===== src/rtl/uart_ctrl.sv =====
// CPU-side UART controller: I/O decode, status mux, config shadow/apply sequencing,
// rx/tx strobes and edge-triggered interrupt.
module uart_ctrl #(
  parameter logic [15:0] DATA_ADDR    = 16'h0000,
  parameter logic [15:0] STATUS_ADDR  = 16'h0001,
  parameter logic [15:0] CONFIG_ADDR  = 16'h0002,
  parameter logic [3:0]  DEFAULT_BAUD = 4'd11,
  parameter int unsigned CLR_CYCLES   = 2
) (
  input  logic        clk,
  input  logic        rst,
  input  logic [15:0] port_id,
  input  logic        write_strobe,
  input  logic        read_strobe,
  input  logic [7:0]  out_port,
  output logic [7:0]  in_port,
  output logic        interrupt,
  input  logic        interrupt_ack,
  input  logic [7:0]  rx_data,
  input  logic        RXRDY,
  input  logic        FERR,
  input  logic        PERR,
  input  logic        OVF,
  input  logic        TXRDY,
  input  logic        tx_idle,
  output logic        rx_read,
  output logic        rx_clr,
  output logic        tx_load,
  output logic [7:0]  tx_data,
  output logic        eight,
  output logic        pen,
  output logic        even,
  output logic [3:0]  baud
);

  localparam int unsigned CW = $clog2(CLR_CYCLES + 1);
  localparam logic [6:0] CFG_RESET = {3'b000, DEFAULT_BAUD};

  typedef enum logic [1:0] {
    S_IDLE,
    S_DRAIN,
    S_APPLY,
    S_CLEAR
  } state_t;

  state_t          state_q, state_d;
  logic [6:0]      shadow_q, shadow_d;
  logic [6:0]      cfg_q, cfg_d;
  logic [CW-1:0]   cnt_q, cnt_d;
  logic            pend_q, pend_d;
  logic            rx_read_q, rx_read_d;
  logic            tx_load_q, tx_load_d;
  logic [7:0]      tx_data_q, tx_data_d;
  logic            int_q, int_d;
  logic            rxrdy_q, txrdy_q;

  logic            cfg_wr;
  logic            data_wr;
  logic            data_rd;
  logic            cfg_busy;
  logic            rdy_edge;

  assign cfg_wr   = write_strobe && (port_id == CONFIG_ADDR);
  assign data_wr  = write_strobe && (port_id == DATA_ADDR);
  assign data_rd  = read_strobe  && (port_id == DATA_ADDR);
  assign cfg_busy = (state_q != S_IDLE);
  assign rdy_edge = (RXRDY && !rxrdy_q) || (TXRDY && !txrdy_q);

  always_comb begin
    if (port_id == DATA_ADDR)
      in_port = rx_data;
    else if (port_id == STATUS_ADDR)
      in_port = {cfg_busy, 2'b00, TXRDY, OVF, PERR, FERR, RXRDY};
    else
      in_port = '0;
  end

  // A config write landing in APPLY/CLEAR is remembered in pend_q so the
  // clear sequence finishes intact before the new shadow is drained/applied.
  always_comb begin
    state_d   = state_q;
    shadow_d  = shadow_q;
    cfg_d     = cfg_q;
    cnt_d     = cnt_q;
    pend_d    = pend_q;
    rx_read_d = data_rd;
    tx_load_d = data_wr && (state_q == S_IDLE);
    tx_data_d = tx_data_q;
    int_d     = int_q;

    if (cfg_wr)
      shadow_d = out_port[6:0];

    if (data_wr && (state_q == S_IDLE))
      tx_data_d = out_port;

    if (rdy_edge)
      int_d = 1'b1;
    else if (interrupt_ack)
      int_d = 1'b0;

    case (state_q)
      S_IDLE: begin
        if (cfg_wr)
          state_d = S_DRAIN;
      end
      S_DRAIN: begin
        if (tx_idle && !tx_load_q)
          state_d = S_APPLY;
      end
      S_APPLY: begin
        cfg_d   = shadow_q;
        cnt_d   = CW'(CLR_CYCLES);
        state_d = S_CLEAR;
        if (cfg_wr)
          pend_d = 1'b1;
      end
      S_CLEAR: begin
        cnt_d = cnt_q - CW'(1);
        if (cfg_wr)
          pend_d = 1'b1;
        if (cnt_q == CW'(1)) begin
          pend_d  = 1'b0;
          state_d = (pend_q || cfg_wr) ? S_DRAIN : S_IDLE;
        end
      end
      default: state_d = S_IDLE;
    endcase
  end

  always_ff @(posedge clk) begin
    if (!rst) begin
      state_q   <= S_IDLE;
      shadow_q  <= CFG_RESET;
      cfg_q     <= CFG_RESET;
      cnt_q     <= '0;
      pend_q    <= 1'b0;
      rx_read_q <= 1'b0;
      tx_load_q <= 1'b0;
      tx_data_q <= '0;
      int_q     <= 1'b0;
      rxrdy_q   <= 1'b0;
      txrdy_q   <= 1'b0;
    end else begin
      state_q   <= state_d;
      shadow_q  <= shadow_d;
      cfg_q     <= cfg_d;
      cnt_q     <= cnt_d;
      pend_q    <= pend_d;
      rx_read_q <= rx_read_d;
      tx_load_q <= tx_load_d;
      tx_data_q <= tx_data_d;
      int_q     <= int_d;
      rxrdy_q   <= RXRDY;
      txrdy_q   <= TXRDY;
    end
  end

  assign {even, pen, eight, baud} = cfg_q;
  assign rx_clr    = (state_q == S_CLEAR);
  assign rx_read   = rx_read_q;
  assign tx_load   = tx_load_q;
  assign tx_data   = tx_data_q;
  assign interrupt = int_q;

endmodule


===== config.mk =====
export PLATFORM = sky130hd
export DESIGN_NAME = uart_ctrl
export DESIGN_NICKNAME = d
export VERILOG_FILES = /design/src/rtl/uart_ctrl.sv
export SDC_FILE = /design/constraint.sdc
export NUM_CORES = 1
export LEC_CHECK = 0
export CAP_MARGIN = 20
export CORE_ASPECT_RATIO = 0.9
export CORE_MARGIN = 10
export CORE_UTILIZATION = 34
export CTS_BUF_LIST = sky130_fd_sc_hd__clkbuf_4 sky130_fd_sc_hd__clkbuf_8 sky130_fd_sc_hd__clkbuf_16
export DETAILED_ROUTE_END_ITERATION = 10
export PLACE_DENSITY = 0.77
export SYNTH_ARGS = -nofsm -noshare
export SYNTH_HDL_FRONTEND = slang
export SYNTH_SLANG_ARGS = --single-unit

===== constraint.sdc =====
create_clock -name clk -period 3 [get_ports clk]
set_input_delay 0.45 -clock clk [delete_from_list [all_inputs] [get_ports clk]]
set_output_delay 0.45 -clock clk [all_outputs]
set_load 0.05 [all_outputs]

==> summary.txt, run 1 <==
Route
  – DRC viols: 0
  – Detail Route Antenna Nets: 0
  – Wire length per cell: 14.1 um
  – Routed via count: 1351
  – Initial DRT Pass Iterations: 4
  – First-iteration detailed-routing DRC count: 73
  – WL final: 4.13 mm
  – Vias per inst: 4.61

Floorplanning
  – Initial core utilization: 35.8%
  – Core box area: 0.00416 mm^2
  – Die W: 89.7 um
  – Row count: 22
  – Die area: 0.00743 mm^2
  – Io pins: 70
  – DIE HEIGHT: 82.8 um

Synth
  – Mapped Nets: 210
  – Synth Area per Inst: 9.24 um^2
  – Synth Area in Simple Gates: 28.8%
  – Synth Area in XOR/XNOR: 0%
  – Compound-Gate Fraction of Synth Area: 13.0%
  – Mapped Area: 0.00149 mm^2
  – Post-Synth Adder-Cell Area: 5.05%
  – Cell variety after synth: 33
  – Largest family of logic cells by synthesized area: simple AND/OR/NAND/NOR gates
  – Synth warn: 0
  – Multiplexer area fraction after synthesis: 6.06%
  – Seq/Total Area, Yosys: 43.1%
  – Post-Syn Instances: 161
  – Seq cells post-synth: 32

Setup path
  – Worst setup SP type: primary input
  – Data arrival, critical path: 2.34 ns
  – Worst-path maximum fanout: 6
  – Kind of critical path: primary input to output port
  – Worst Path Required: 2.55 ns
  – Setup crit end kind: output port

STA
  – Hold Vio Cnt, Final: 0
  – Finish-stage setup viols: 0
  – Worst-margin pin slew: 0.566 ns
  – FMAX: 0.359 GHz
  – Crit share post-route: 92.9%
  – Final Hold Slack: 0.450 ns
  – Slew margin rel.: 62.2%
  – Final period demand of the worst path: 2.79 ns
  – Setup TNS: 0 ns
  – Max-slew violations: 0
  – Worst Skew: 0.00500 ns
  – RSZ-0062 raised after global routing: false

Power
  – Max IR drop VDD: 0.343 mV
  – Pwr dens: 412 mW/mm^2
  – Leakage: 0.898 nW

Place
  – GPL Wtd Cong: 0.762
  – Port Buffers: 69
  – HPWL Detailed: 3.32 mm

Clocking
  – CTS tree: built
  – Hold_buf cts: 0
  – # H-tree levels: 2
  – Postcts setup bufs: 0
  – Later-pin clock latency in the skew report: 0.28 ns
  – CTS sink cnt: 32
  – CTS root buf: clkbuf_8
  – Post_cts resized: 0
  – Worst-path clk slew: 0.07 ns
  – CTS max path bufs: 2
  – CTS Buf Count: 5

Finish
  – Area Overhead vs Synth: 63.2%
  – Final Core Density: 58.4%
  – Fill cell count: 367
  – Ant. Diodes: 0
  – Share of cells above drive strength 1: 12.0%
  – Final nets: 281

Run
  – Max_cap viols: 0

Global route
  – Initial antenna violation count: 0
  – Vias in the first global route: 1265
  – Total Routing Usage GR: 11.2%
  – First-pass GRT wire length: 6.50 mm
  – Overflow after GRT: 0
  – Largest net degree at the start of global routing: 21

Worst hold path
  – Hold WC Path Type: flop to flop

Run status
  – Status: finished clean
==> power by group <==
group / switching (mW) / internal (mW) / leakage, nW
registers: 0.00756 / 0.434 / 0.259
clock network: 0.153 / 0.255 / 0.0586
logic: 0.0676 / 0.0835 / 0.581
==> stage by stage <==
step | worst slack, ns | instances | cell area [um^2] | power [mW]
floorplan | 0.772 | 161 | 1490 | 0.524
global placement | 0.281 | 285 | 2320 | 0.600
detailed placement | 0.194 | 285 | 2320 | 0.602
CTS | 0.198 | 293 | 2430 | 1.01
global route | 0.139 | 293 | 2430 | 1.05
finish | 0.214 | 293 | 2430 | 1.00
==> cell families after synthesis <==
family	count (synthesis)
mux	9
buf+inv	15
compound gates	27
simple gates	72
flops	32
fa+ha+maj	6
==> cells in the final DEF (no fill, tap or decap), types with 2 or more instances in the layout <==
master	n
a21boi_0	3
a21oi_1	3
a22o_1	6
and2_1	4
buf_12	8
buf_4	2
clkbuf_8	5
clkdlybuf4s50_1	61
dfxtp_1	32
ha_1	6
inv_1	8
mux2i_1	9
nand2_1	30
nand3_1	11
nor2_1	8
nor2b_1	6
nor4_4	3
o21ai_0	8
o21ai_1	2
==> routing by layer <==
| layer | GRT usage [%] | part of all wire, % | up-vias |
|---|---|---|---|
| li1 | - | - | 691 |
| met1 | 11.9 | 40 | 631 |
| met2 | 20.3 | 54 | 24 |
| met3 | 4.33 | 5.1 | 5 |
| met4 | 3.87 | 1.0 | 0 |
| met5 | 0 | 0 | - |
==> critical path: stages <==
cell	delay, ns
clkdlybuf4s50_1	0.44
nor4_4	0.33
nand4_4	0.22
nor3b_2	0.47
a22o_1	0.26
buf_12	0.15
==> state kept, by name, summed over array words and instances (netlist names) <==
| signal | flops |
|---|---|
| tx_data | 8 |
| cfg_q | 7 |
| shadow_q | 7 |
| cnt_q | 2 |
| state_q | 2 |
| interrupt | 1 |
| pend_q | 1 |
| rx_read | 1 |
| rxrdy_q | 1 |
| tx_load | 1 |
| txrdy_q | 1 |
==> cell type report <==
cell class                 instances  area [um^2]  share of cell area, %
inverter                           8         30.0                   1.24
clock inverter                     2         35.0                   1.44
multi-input combinational        114          786                   32.4
sequential                        32          641                   26.4
timing repair buffer              71          786                   32.4
clock buffer                       6         76.3                   3.14
tap                               60         75.1                   3.09
==> path summary, 6_finish.rpt <==
kind                            slack, ns    endpoint  cells after the start        from
worst max-delay path                 0.21  in_port[7]                      6  port_id[3]
worst max register to register       1.38  tx_data[3]                      5  state_q[0]
worst min register to register       0.45  tx_data[1]                      2  tx_data[1]
worst min-delay path                 0.45  tx_data[1]                      2  tx_data[1]
==> cells in the mapped netlist <==
library cell	n	share of area, %
a21boi_0	3	1.5
a21oi_1	3	1.0
a21oi_2	1	0.59
a221oi_2	1	1.0
a222oi_1	1	0.67
a22o_1	6	3.5
and2_1	4	1.7
and3_1	1	0.42
buf_2	1	0.34
buf_4	1	0.50
clkbuf_1	5	1.3
dfxtp_1	32	43
ha_1	6	5.0
inv_1	8	2.0
mux2i_1	9	6.1
nand2_1	30	7.6
nand2b_1	1	0.42
nand3_1	11	3.7
nand3b_1	1	0.50
nand4_4	1	1.4
nor2_1	8	2.0
nor2_4	1	0.76
nor2b_1	6	2.5
nor3_2	1	0.67
nor3_4	1	1.1
nor3b_2	1	0.84
nor4_1	1	0.42
nor4_4	3	4.3
o211a_1	1	0.67
o21ai_0	8	2.7
o21ai_1	2	0.67
o221ai_1	1	0.59
or2_1	1	0.42
Power figures use the tool's default switching activity.
==> run 2: changes to the inputs <==
- SLEW_MARGIN: unset -> 20
==> results of run 2 <==
Same layout as run 1: the final DEF is identical, and so are final timing and power.
==> run 3: changes to the inputs <==
- CTS_CLUSTER_DIAMETER: unset -> 120
==> results of run 3 <==
Same layout as run 1: the final DEF is identical, and so are final timing and power.
